<file path="config.mk">
export PLATFORM = sky130hd
export DESIGN_NAME = shift_divider
export DESIGN_NICKNAME = d
export VERILOG_FILES = /design/src/rtl/arith_pkg.sv /design/src/rtl/div_step.sv /design/src/rtl/shift_divider.sv
export SDC_FILE = /design/constraint.sdc
export NUM_CORES = 1
export LEC_CHECK = 0
export BUFFER_PORTS_ARGS = -buffer_cell sky130_fd_sc_hd__buf_2
export CELL_PAD_IN_SITES_DETAIL_PLACEMENT = 0
export CELL_PAD_IN_SITES_GLOBAL_PLACEMENT = 1
export CORE_MARGIN = 2
export CORE_UTILIZATION = 30
export CTS_CLUSTER_SIZE = 24
export DETAILED_ROUTE_END_ITERATION = 10
export PLACE_DENSITY = 0.69
export SLEW_MARGIN = 25
export SYNTH_ARGS = -nofsm -noshare
export SYNTH_HDL_FRONTEND = slang
export SYNTH_SLANG_ARGS = --single-unit
</file>
<file path="constraint.sdc">
create_clock -name clk -period 4.38 [get_ports clk]
set_clock_uncertainty 0.15 [all_clocks]
set_input_delay 0 -clock clk [delete_from_list [all_inputs] [get_ports clk]]
set_output_delay 0 -clock clk [all_outputs]
set_load 0.01 [all_outputs]
</file>
<file path="src/rtl/arith_pkg.sv">
// Shared definitions for the sequential arithmetic units (shift-add multiplier, restoring divider).
package arith_pkg;

   localparam int unsigned ARITH_SIZE = 6;

   typedef enum logic [1:0] {
      IDLE = 2'd0,
      RUN  = 2'd1,
      DONE = 2'd2
   } div_state_e;

endpackage

</file>
<file path="src/rtl/div_step.sv">
// One restoring-division step: shift in the next dividend bit, try to subtract the divisor.
module div_step
   import arith_pkg::*;
#(
   parameter int unsigned size = ARITH_SIZE
) (
   input  logic [size-1:0] r_i,
   input  logic            bit_i,
   input  logic [size-1:0] d_i,
   output logic [size-1:0] r_o,
   output logic            q_o
);

   logic [size:0] shifted;
   logic [size:0] trial;

   // A set top bit in the (size+1)-bit difference means the trial went negative.
   always_comb begin
      shifted = {r_i, bit_i};
      trial   = shifted - {1'b0, d_i};
      q_o     = ~trial[size];
      r_o     = q_o ? trial[size-1:0] : shifted[size-1:0];
   end

endmodule

</file>
<file path="src/rtl/shift_divider.sv">
// Sequential unsigned restoring divider, one quotient bit per clock, with busy/done handshake.
module shift_divider
   import arith_pkg::*;
#(
   parameter int unsigned size = ARITH_SIZE
) (
   input  logic            clk,
   input  logic            rst_n,
   input  logic            start,
   input  logic [size-1:0] dividend,
   input  logic [size-1:0] divisor,
   output logic [size-1:0] quotient,
   output logic [size-1:0] remainder,
   output logic            busy,
   output logic            done,
   output logic            div_by_zero
);

   localparam int unsigned CW = (size > 2) ? $clog2(size) : 1;

   div_state_e      state_q, state_d;
   logic [size-1:0] q_q, q_d;
   logic [size-1:0] d_q, d_d;
   // Partial remainder stays below D, so its extra top bit is always zero and is not stored.
   logic [size-1:0] r_q, r_d;
   logic [CW-1:0]   cnt_q, cnt_d;
   logic [size-1:0] quot_q, quot_d;
   logic [size-1:0] rem_q, rem_d;
   logic            dbz_q, dbz_d;

   logic [size-1:0] r_next;
   logic            q_bit;
   logic [size-1:0] q_shift;

   div_step #(
      .size (size)
   ) u_step (
      .r_i   (r_q),
      .bit_i (q_q[size-1]),
      .d_i   (d_q),
      .r_o   (r_next),
      .q_o   (q_bit)
   );

   assign q_shift = {q_q[size-2:0], q_bit};

   always_ff @(posedge clk or negedge rst_n) begin
      if (!rst_n) begin
         state_q <= IDLE;
         q_q     <= '0;
         d_q     <= '0;
         r_q     <= '0;
         cnt_q   <= '0;
         quot_q  <= '0;
         rem_q   <= '0;
         dbz_q   <= 1'b0;
      end else begin
         state_q <= state_d;
         q_q     <= q_d;
         d_q     <= d_d;
         r_q     <= r_d;
         cnt_q   <= cnt_d;
         quot_q  <= quot_d;
         rem_q   <= rem_d;
         dbz_q   <= dbz_d;
      end
   end

   always_comb begin
      state_d = state_q;
      q_d     = q_q;
      d_d     = d_q;
      r_d     = r_q;
      cnt_d   = cnt_q;
      quot_d  = quot_q;
      rem_d   = rem_q;
      dbz_d   = dbz_q;
      unique case (state_q)
         IDLE, DONE: begin
            if (start) begin
               q_d   = dividend;
               r_d   = '0;
               cnt_d = '0;
               if (divisor != '0) begin
                  state_d = RUN;
                  d_d     = divisor;
                  quot_d  = '0;
                  rem_d   = '0;
                  dbz_d   = 1'b0;
               end else begin
                  state_d = DONE;
                  d_d     = '0;
                  quot_d  = '1;
                  rem_d   = dividend;
                  dbz_d   = 1'b1;
               end
            end else if (state_q == DONE) begin
               state_d = IDLE;
            end
         end
         RUN: begin
            r_d   = r_next;
            q_d   = q_shift;
            cnt_d = cnt_q + 1'b1;
            if (cnt_q == CW'(size - 1)) begin
               state_d = DONE;
               quot_d  = q_shift;
               rem_d   = r_next;
               dbz_d   = 1'b0;
            end
         end
         default: state_d = IDLE;
      endcase
   end

   assign busy        = (state_q == RUN);
   assign done        = (state_q == DONE);
   assign quotient    = quot_q;
   assign remainder   = rem_q;
   assign div_by_zero = dbz_q;

endmodule
</file>
# Word level (Yosys, flattened, before mapping)
# Cells that the tools add are included.
# totals
word_cells,50
regBits,36
# classes
addsub,2
n_eq_ne,6
mux,25
bitwise_logic,1
n_reduce_logical,8
# ops
cell,n
6-bit two-way mux,10
6-bit case mux with 2 select lines,4
2-bit two-way mux,4
7-bit by 6-bit subtractor with 7-bit output,1
3-bit case mux with 2 select lines,1
2-bit AND reduction,3
6-bit nonzero test,1
2-bit case mux with 2 select lines,1
"3-bit by 1-bit adder with 3-bit output, second input constant",1
"3-bit equality test, second input constant",1
1-bit two-way mux,3
3-bit two-way mux,1
"3-bit != test, second input constant",1
3-bit AND reduction,1
"2-bit by 1-bit equality test with 1-bit output, second input constant",1
"2-bit equality test, second input constant",1
2-bit logical NOT,1
"2-bit by 1-bit != test with 1-bit output, second input constant",1
"2-bit != test, second input constant",1
1-bit case mux with 2 select lines,1
2-bit nonzero test,1
2-bit OR reduction,1
1-bit NOT,1

# Longest topological paths before layout
# Gate-level depths: netlist of the first run.
# logic_depth
ltp_word,4
ltp_mapped,10
mapped_depth_nobuf,10

# Hierarchy
# Synthesis of the first run repeated with hierarchy kept, for this count alone.
# unflattened
hier_cells,175
hier_area_um2,1998.2
# by_module_without_submodules
module,cells_each,area_per_inst_um2,instances,seq_area_each_um2
shift_divider,124,1574.0,1,900.9
div_step,51,424.2,1,0.0

# Worst setup path before layout of the first run
# Ideal clock, no wire load.
# synth_path
path_type,register to register
startpoint,register q_q[5]
endpoint,"register rem_q[0], in the netlist remainder[0]"
period_less_slack_ps,2374
stages_incl_launch_ff,11
path_slack_ps,2006
n_path_buf,0
setup_ps,74
arrival_time_ps,2150
t_required_ps,4156
path_cell_list,dfrtp_1 -> inv_1 -> ha_1 -> inv_1 -> fa_1 -> a21o_1 -> a21oi_2 -> o21ai_4 -> xor2_4 -> mux2_4 -> o21ai_2
# synth_via
elab_chain_len,4
# synth_rtl
item,line_no,rtl
start: declaration,shift_divider.sv:22,"logic [size-1:0] q_q, q_d;"
start signal: assignment,shift_divider.sv:59,q_q <= q_d;
7-bit by 6-bit subtractor with 7-bit output,div_step.sv:20,"trial = shifted - {1'b0, d_i};"
6-bit two-way mux (*),div_step.sv:22,r_o = q_o ? trial[size-1:0] : shifted[size-1:0];
6-bit two-way mux (*),shift_divider.sv:105,if (cnt_q == CW'(size - 1)) begin
6-bit case mux with 2 select lines (*),shift_divider.sv:78,unique case (state_q)
end signal: assignment,shift_divider.sv:64,rem_q <= rem_d;
end: declaration,shift_divider.sv:28,"logic [size-1:0] rem_q, rem_d;"
# Every way passes the cells marked *; elsewhere a longest branch is shown, timed or not. The select of a mux whose other input is x is not followed.
# A chain may end at the register's enable or synchronous reset.

# Worst setup path after layout of the first run
# layout_path
startpoint,register q_q[5]
endpoint,register r_q[0]
# layout_via
elab_chain_len,3
# layout_rtl
item,line_no,rtl
7-bit by 6-bit subtractor with 7-bit output,div_step.sv:20,
6-bit two-way mux (*),div_step.sv:22,
6-bit case mux with 2 select lines (*),shift_divider.sv:78,
end signal: assignment,shift_divider.sv:61,r_q <= r_d;
end: declaration,shift_divider.sv:25,"logic [size-1:0] r_q, r_d;"
# Every way passes the cells marked *; elsewhere a longest branch is shown, timed or not.

==> results of run 1 <==
-- final cells by class --
cell class | instances | area [um^2] | share of cell area (%)
clock buffers | 5 | 68.8 | 3.01
repair buffers | 43 | 283 | 12.4
multi-input cells | 135 | 862 | 37.7
inverters | 10 | 37.5 | 1.64
clock inverters | 3 | 42.5 | 1.86
flip-flops and latches | 36 | 901 | 39.4
well taps | 75 | 93.8 | 4.10
-- layer usage --
layer  vias up  track usage, %  part of all wire, %
li1        742               -                    -
met5         -               0                    0
met4         0            4.83                  1.2
met3         5            2.20                  4.3
met1       712            19.6                   47
met2        35            23.6                   47
-- Yosys cell counts (2+ instances only) --
master	n
nor2b_1	2
nand3b_1	3
xor2_1	2
o21ai_1	9
nand3_1	5
nor2_1	10
mux2i_1	3
nand2_1	37
xnor2_1	2
a22oi_1	8
clkbuf_1	4
o21ai_2	2
inv_1	9
ha_1	8
and3_1	3
a21o_1	2
a21oi_1	10
dfrtp_1	36
o21ai_0	7
nor3_1	2
-- worst max-delay path by stage --
| stage | slack [ns] | endpoint | cells after the start |
|---|---|---|---|
| floorplan | 2.01 | remainder[0] | 10 |
| global placement | 1.88 | remainder[0] | 10 |
| detailed placement | 1.81 | r_q[0] | 10 |
| CTS | 1.77 | r_q[0] | 10 |
| global route | 1.63 | r_q[1] | 10 |
| finish | 1.79 | r_q[0] | 10 |
-- where the power goes --
part           internal, mW  switching (mW)
clock network         0.169           0.131
registers             0.482           0.102
logic                 0.445           0.581
total                  1.10           0.814
-- state kept, by name (all words and copies together) (netlist names) --
signal and count:
d_q 6, r_q 6, cnt_q 3, q_q 6, div_by_zero 1, state_q 2, remainder 6, quotient 6
-- worst max-delay path: stages (launching register included) --
cell and delay (ns):
dfrtp_1 0.37, inv_1 0.10, ha_1 0.17, inv_1 0.05
fa_1 0.39, a21o_1 0.19, a21oi_2 0.22, o21ai_4 0.09
xor2_4 0.33, mux2_4 0.35, o21ai_2 0.11
-- cells in the final DEF, fill, tap and decap left out, types with 7 or more instances in the layout --
master | Yosys | layout
a22oi_1 | 8 | 8
nand2_1 | 37 | 37
o21ai_0 | 7 | 7
nor2_1 | 10 | 10
o21ai_1 | 9 | 9
dlygate4sd3_1 | 0 | 13
dfrtp_1 | 36 | 36
a21oi_1 | 10 | 10
ha_1 | 8 | 8
buf_2 | 1 | 29
inv_1 | 9 | 9
-- logic make-up (layout without fill, tap and decap cells) --
| logic type | after synthesis | in the layout | share of synthesized area [%] |
|---|---|---|---|
| DFF | 36 | 36 | 49.4 |
| adders and majority gates | 9 | 9 | 6.58 |
| xor gates and xnor gates | 5 | 5 | 3.43 |
| buffers and inverters | 16 | 61 | 3.36 |
| AOI/OAI and AO/OA | 48 | 48 | 17.2 |
| and+or+nand+nor | 68 | 68 | 16.9 |
| muxes | 5 | 5 | 3.09 |
-- repair_timing --
action                                  CTS  global route
endpoints found under the setup margin    0             0
endpoints found under the hold margin    54             0
resized for setup                         0             0
hold buffers                             13             0
==> impl_results.md, run 1 <==
* Starting DRT DRC Count at 80
* Final count of negative-setup-slack endpoints at 0
* Worst hold path depth at 4
* Root buffer cell: clkbuf_8
* Run status: complete, no violations
* Fin. Hold Viols at 0
* Htree depth at 2
* Synthesized instance count at 187
* Fin cells at a little over 300
* Placed insts at 286
* Drt drc at 0
* Core area at 0.00589 mm^2
* Worst setup SP type: flip-flop
* CTS tree: done
* Via count at 1494
* Largest net degree at the start of global routing at 37
* Final Core Density at 38.9%
* Synth top area cells: dfrtp_1, nand2_1, ha_1
* DRT Pass-1 Iters at 4
* Total wire length at 4370 um
* Setup CP Type: reg2reg
* Total power at 1.91 mW
* Max-slew violations at 0
* Crit share post-route at between 50% and 60%
* Clock transition at path regs at about 0.080 ns
* Worst hold path class: in2reg
* Die Wd at 82.0 um
* RSZ-0062 raised after global routing: false
* R2R Path Start: q_q[5]
* Congestion Overflow GR at 0
* Die Y at slightly above 80 um
* R2R Setup Slk at roughly 1.8 ns
* Initial antenna violation count at 0
* Cell leakage power at 1.12 nW
* Post-Place Cell Area at 0.00205 mm^2
* Hold_ws at approximately 0.14 ns
* Worst Setup End Kind: flip-flop
* Mapped Area at 0.00182 mm^2
* VDD IR max at approximately 0.3 mV
* Setup Buffers After CTS at 0
* WP data arrival at about 2.7 ns
* Hold Startpoint: start
* Area leader, netlist: dfrtp_1
* First-pass GRT wire length at 7330 um
* # IOs at 30
* CP Max Fanout at 9
* Area grow syn2layout at 25.4%
* Worst skew pair latency at around 0.29 ns
* Post-synth top area share at 49.4%
* Setup slack after layout at 1.79 ns
* Post-synthesis sequential area ratio at 49.4%
* Reg2reg end: r_q[0]
* Pwr dens at 834 mW/mm^2
* Vias in the first global route at 1456
* Nets at approximately 260
* Post-synth EDFFs at 0
* Highest clock rate at 386 MHz
* Post-route cell area at 0.00229 mm^2
* Dpl hpwl at approximately 3000 um
* Fillers at 592
* CTS Buf Count at 5
* Layout cells sized above 1 at 20.3%
* Post-route ant nets at 0
* Setup crit start: q_q[5]
* Minimum clock period at 2.59 ns
* Setup tns final at 0 ns
* GRT Total Usage at 14.5%
* Synth warnings at 0
* Synth Flop Type: dfrtp_1
* Routed wire per std cell at ~14 um
* Clock sink count at 36
* Clk buf depth at 2
* N_diodes at 0
* Cell depth of the worst flop-to-flop path at 10
* Number of library cell types mapped by synthesis at between 40 and 50
* Total die area at 0.00672 mm^2
* Cell Rows at 28
* FF+latch count, synth at 36
* Syn nets at 211
* Pre-CTS WS at roughly 1.8 ns
* CP required at around 4.5 ns
* Initial Util at 31.0%
* Hold EP: cnt_q[2]
* Final RePlAce weighted congestion at ~0.83
* Synthesized area per cell at 9.76 um^2
* Slew headroom at about two fifths
* Vias/cell at 4.87
* Max cap viols at 0
* Port bufs at 29
* Worst-margin pin slew at around 0.92 ns
* Ys async rst share at 100%
(Power assumes the default switching activity.)
==> run 2, diff against run 1 <==
--- a/config.mk
+++ b/config.mk
@@ -12,7 +12,7 @@
 export CORE_UTILIZATION = 30
 export CTS_CLUSTER_SIZE = 24
 export DETAILED_ROUTE_END_ITERATION = 10
-export PLACE_DENSITY = 0.69
+export PLACE_DENSITY = 0.71
 export SLEW_MARGIN = 25
 export SYNTH_ARGS = -nofsm -noshare
 export SYNTH_HDL_FRONTEND = slang
==> constraint.sdc (replaced) <==
create_clock -name clk -period 2.38 [get_ports clk]
set_clock_uncertainty 0.15 [all_clocks]
set_input_delay 0 -clock clk [delete_from_list [all_inputs] [get_ports clk]]
set_output_delay 0 -clock clk [all_outputs]
set_load 0.01 [all_outputs]
==> impl_results.md, run 2 (synthesis gave the netlist of run 1 again) <==
* Slew headroom at 36.6% (-1.8 points)
* Most frequent cells in the layout: nand2_1, dfrtp_1, buf_2
* Post-Place Cell Area at 0.00208 mm^2 (+1.8%)
* Final RePlAce weighted congestion at 0.752 (-9.8%)
* Cell leakage power at 1.14 nW (+2.4%)
* CTS Buf Count at 5 (unchanged)
* DR WL met3 at 160 um (-14%)
* Worst setup SP type: flip-flop
* Hold Startpoint: start
* Worst hold path class: in2reg
* Dpl hpwl at 3030 um (-0.66%)
* First-pass GRT wire length at 6980 um (-4.9%)
* Setup slack after layout at 0.0157 ns (-1.77 ns)
* Vias in the first global route at 1450 (-0.41%)
* NetSw at 1.53 mW (+88%)
* Int Power at 2.15 mW (+96%)
* Fillers at 600 (+1.4%)
* Post-route ant nets at 0 (unchanged)
* Cell Rows at 28 (unchanged)
* Starting DRT DRC Count at 124 (+55%)
* Total die area at 0.00672 mm^2 (unchanged)
* Initial antenna violation count at 0 (unchanged)
* Port bufs at 29 (unchanged)
* Congestion Overflow GR at 0 (unchanged)
* Setup crit start: q_q[5]
* DR WL met2 at 1880 um (-8.6%)
* Largest net degree at the start of global routing at 37 (unchanged)
* Logic gate share of total power at 58.4% (+4.7 points)
* # IOs at 30 (unchanged)
* Via count at 1473 (-1.4%)
* Htree depth at 2 (unchanged)
* Top Metal Used: met4
* VDD IR max at 0.558 mV (+81%)
* Clock power share at 12.4% (-3.3 points)
* RSZ-0062 raised after global routing: true
* DRT Pass-1 Iters at 4 (unchanged)
* Fin. Hold Viols at 0 (unchanged)
* GRT Total Usage at 13.7% (-0.74 points)
* Pwr dens at 1560 mW/mm^2 (+87%)
* Minimum clock period at 2.36 ns (-0.229 ns)
* Routed wire per std cell at 13.2 um (-7.0%)
* CP required at 2.45 ns (-2.00 ns)
* Core area at 0.00589 mm^2 (unchanged)
* Most common cell after layout, fill and taps aside: nand2_1
* Sw Ratio at 41.6% (-1.0 points)
* Die Y at 82.0 um (unchanged)
* WL met1 at 2060 um (-0.48%)
* Layout cells sized above 1 at 24.7% (+4.4 points)
* Root buffer cell: clkbuf_8
* CP Max Fanout at 8 (-1)
* Post-route cell area at 0.00235 mm^2 (+2.7%)
* Clk buf depth at 2 (unchanged)
* CTS tree: done
* Worst skew pair latency at 0.29 ns (about the same)
* Crit share post-route at 99.3% (+40 points)
* Highest clock rate at 423 MHz (+9.7%)
* Final count of negative-setup-slack endpoints at 0 (unchanged)
* Max-slew violations at 0 (unchanged)
* Worst Setup End Kind: flip-flop
* WP data arrival at 2.44 ns (-0.23 ns)
* N_diodes at 0 (unchanged)
* Initial Util at 31.0% (unchanged)
* R2R Path Start: q_q[5]
* Setup CP Type: reg2reg
* Clock transition at path regs at 0.08 ns (about the same)
* Pre-CTS WS at -0.0444 ns (-1.85 ns)
* Run status: complete, no violations
* Area grow syn2layout at 28.8%
* Part of the power in registers at 29.3% (-1.3 points)
* Die Wd at 82.0 um (unchanged)
* Worst-margin pin slew at 0.948 ns (+0.0269 ns)
* Total power at 3.67 mW (+92%)
* Clock sink count at 36 (unchanged)
* Total wire length at 4160 um (-4.9%)
* Drt drc at 0 (unchanged)
* Max cap viols at 0 (unchanged)
* Nets at 262 (+2.7%)
* Vias/cell at 4.69 (-3.6%)
[run 2: cell count changes in the layout (fill, tap and decap cells not counted), sizes merged]
| cell | delta |
|---|---|
| clkinv | -1 |
| clkbuf | +2 |
| bufinv | -1 |
| buf | +7 |
[run 2: worst paths after layout]
kind	to	slack, ns	cells past startpoint
setup / recovery	remainder[0]	0.02	10
hold / removal	cnt_q[2]	0.16	4
setup reg to reg	remainder[0]	0.02	10
hold reg to reg	quotient[4]	0.34	2
max in group asynchronous	quotient[3]	1.36	2
min in group asynchronous	d_q[5]	0.19	2
[run 2: worst max-delay path: stages (launching register included)]
cell	delay, ns
dfrtp_1	0.38
inv_2	0.07
ha_4	0.12
inv_2	0.03
fa_2	0.34
a21o_1	0.18
a21oi_2	0.19
o21ai_4	0.09
xor2_4	0.29
mux2_4	0.35
o21ai_2	0.11
[run 2: through the flow]
stage | hold slack (ns) | std cells | TNS, ns | utilization [%]
after floorplan | -0.446 | 187 | 0 | -
after global routing | 0.207 | 314 | -0.571 | 39.9
after CTS | 0.161 | 313 | -0.0300 | 39.4
after global placement | -0.000405 | 291 | -0.0323 | 35.4
final | 0.160 | 314 | 0 | 39.9
after detailed placement | 0.00277 | 291 | -0.193 | 35.4
[run 2: metal layers]
layer | vias to the layer above | GRT usage, %
li1 | 753 | -
met1 | 688 | 18.9
met2 | 26 | 21.5
met3 | 6 | 3.30
met4 | 0 | 4.00
met5 | - | 0
[run 2: power by group through the flow]
stage / logic (mW) / registers (mW) / clock network, mW
CTS: 2.03 / 1.07 / 0.470
floorplan: 1.45 / 1.07 / 0
global placement: 1.95 / 1.08 / 0
global route: 2.40 / 1.12 / 0.508
finish: 2.14 / 1.08 / 0.455
detailed placement: 1.98 / 1.08 / 0
[run 2: layout make-up]
type                    instances  area, um^2  area share (%)
repair buffers                 50         335            14.3
clock buffers                   7        86.3            3.67
well taps                      75        93.8            3.99
inverters                      10        37.5            1.60
multi-input cells             135         888            37.8
clock inverters                 1        7.51           0.319
flip-flops and latches         36         901            38.3
[run 2: timing repair]
item | CTS | global route
hold buffers | 13 | 0
setup endpoints to repair | 11 | 13
cloned | 0 | 0
endpoints found under the hold margin | 54 | 0
gates resized for setup | 1 | 6
buffers inserted | 1 | 2
pin swaps | 1 | 4
==> run 3, diff against run 2 <==
--- a/config.mk
+++ b/config.mk
@@ -5,7 +5,7 @@
 export SDC_FILE = /design/constraint.sdc
 export NUM_CORES = 1
 export LEC_CHECK = 0
-export BUFFER_PORTS_ARGS = -buffer_cell sky130_fd_sc_hd__buf_2
+export BUFFER_PORTS_ARGS = -buffer_cell sky130_fd_sc_hd__buf_4
 export CELL_PAD_IN_SITES_DETAIL_PLACEMENT = 0
 export CELL_PAD_IN_SITES_GLOBAL_PLACEMENT = 1
 export CORE_MARGIN = 2
==> impl_results.md, run 3 (synthesis gave the netlist of run 1 again) <==
* Layout cells sized above 1 at 23.8% (-0.84 points)
* Clock sink count at 36 (unchanged)
* Post-route ant nets at 0 (unchanged)
* Cell leakage power at 1.16 nW (+1.3%)
* Post-route cell area at 0.00242 mm^2 (+3.1%)
* Reg2reg end: remainder[0]
* Fin. Hold Viols at 0 (unchanged)
* Dpl hpwl at 3100 um (+2.3%)
* Clock transition at path regs at 0.07 ns (about the same)
* Htree depth at 2 (unchanged)
* Fin cells at 314 (unchanged)
* Most common cell after layout, fill and taps aside: nand2_1
* Cell depth of the worst flop-to-flop path at 10 (unchanged)
* Setup tns final at 0 ns (unchanged)
* Worst-margin pin slew at 0.975 ns (+0.0271 ns)
* CTS Buf Count at 5 (unchanged)
* Drt drc at 0 (unchanged)
* CP Max Fanout at 7 (-1)
* VDD IR max at 0.582 mV (+4.2%)
* Total power at 3.71 mW (+1.1%)
* Final count of negative-setup-slack endpoints at 0 (unchanged)
* Port bufs at 29 (unchanged)
* Worst skew pair latency at 0.29 ns (about the same)
* Final Core Density at 41.2% (+1.2 points)
* Worst setup SP type: flip-flop
* # IOs at 30 (unchanged)
* Run status: complete, no violations
* Initial antenna violation count at 0 (unchanged)
* Congestion Overflow GR at 0 (unchanged)
* Minimum clock period at 2.35 ns (-0.0147 ns)
* CP required at 2.45 ns (about the same)
* Area grow syn2layout at 32.8%
* Clk buf depth at 2 (unchanged)
* Total die area at 0.00672 mm^2 (unchanged)
* Setup CP Type: reg2reg
* N_diodes at 0 (unchanged)
* Vias/cell at 4.85 (+3.3%)
* Post-Place Cell Area at 0.00216 mm^2 (+3.5%)
* Max cap viols at 0 (unchanged)
* Total wire length at 4340 um (+4.4%)
* Max-slew violations at 0 (unchanged)
* R2R Path Start: q_q[5]
* Cell Rows at 28 (unchanged)
* Worst hold path class: in2async
* Routed wire per std cell at 13.8 um (+4.4%)
* WP data arrival at 2.42 ns (-0.02 ns)
* GRT Total Usage at 14.9% (+1.1 points)
* Crit share post-route at 98.7% (-0.62 points)
* Hold_ws at 0.0509 ns (-0.109 ns)
* R2R Setup Slk at 0.03 ns (about the same)
* Highest clock rate at 426 MHz (+0.63%)
* Most frequent cells in the layout: nand2_1, dfrtp_1, buf_4
* Pwr dens at 1530 mW/mm^2 (-2.0%)
* Die Y at 82.0 um (unchanged)
* DRT Pass-1 Iters at 4 (unchanged)
* First-pass GRT wire length at 7570 um (+8.5%)
* Final RePlAce weighted congestion at 0.738 (-1.9%)
* CTS tree: done
* Via count at 1522 (+3.3%)
* Nets at 262 (unchanged)
* Placed insts at 291 (unchanged)
* Root buffer cell: clkbuf_8
* Setup slack after layout at 0.0305 ns (+0.0147 ns)
* Worst Setup End Kind: flip-flop
* Core area at 0.00589 mm^2 (unchanged)
* Initial Util at 31.0% (unchanged)
* Pre-CTS WS at -0.0758 ns (-0.0314 ns)
* Starting DRT DRC Count at 111 (-10%)
* Slew headroom at 34.7% (-1.8 points)
* Largest net degree at the start of global routing at 37 (unchanged)
* Die Wd at 82.0 um (unchanged)
* Vias in the first global route at 1566 (+8.0%)
* RSZ-0062 raised after global routing: true
==> run 3: cell types whose count changed in the layout (fill, tap and decap cells not counted) <==
cell     previous run  this run
xnor2_2             1         0
mux2i_2             1         0
a21oi_2             1         0
buf_6               0         1
xnor2_1             1         2
buf_2              29         0
buf_4               8        36
a21oi_4             0         1
mux2i_1             2         3
==> run 3: layout make-up <==
cell class,instances,area (um^2)
Clock buffer,7,86.3
Clock inverter,1,7.51
Sequential cell,36,901
Fill cell,592,3460
Timing Repair Buffer,50,412
Multi-Input combinational cell,135,885
Inverter,10,37.5
Tap cell,75,93.8
==> run 3: worst max path at each step <==
stage,startpoint,endpoint,slack (ns),depth (start not counted)
3_5_place_dp,q_q[5],remainder[3],-0.08,11
3_3_place_gp,q_q[5],remainder[0],-0.01,10
4_1_cts,q_q[5],r_q[0],0.02,10
5_1_grt,q_q[5],remainder[0],-0.07,10
2_1_floorplan,q_q[5],remainder[0],0.006,10
6_report,q_q[5],remainder[0],0.03,10
==> run 3: routing by layer <==
layer  share of wire (%)  wire length [um]  up-vias  global-route usage (%)
li1                    -                 -      749                       -
met2                  47              2020       23                    23.3
met1                  49              2110      744                    20.3
met3                 3.7               159        6                    3.85
met5                   0                 0        -                       0
met4                0.97                42        0                    4.00
==> run 3: timing repair <==
action                                 4_1_cts  5_1_grt
hold buffers                                13        0
gates resized for setup                      4        3
setup endpoints to repair                   12       13
pin swaps                                    2        5
gates cloned                                 0        0
buffers inserted                             2        0
endpoints found under the hold margin       54        0
==> run 3: critical path: stages, from the launching register on <==
cell and delay (ns):
dfrtp_1 0.38, inv_2 0.07, ha_4 0.12, inv_2 0.03
fa_2 0.33, a21o_1 0.20, a21oi_4 0.16, o21ai_4 0.08
xor2_4 0.29, mux2_4 0.35, o21ai_2 0.11
==> run 3: power by group <==
group	switching [mW]	internal, mW	leakage, nW
combinational	1.13	1.04	0.662
sequential	0.192	0.887	0.451
clock	0.228	0.235	0.0445
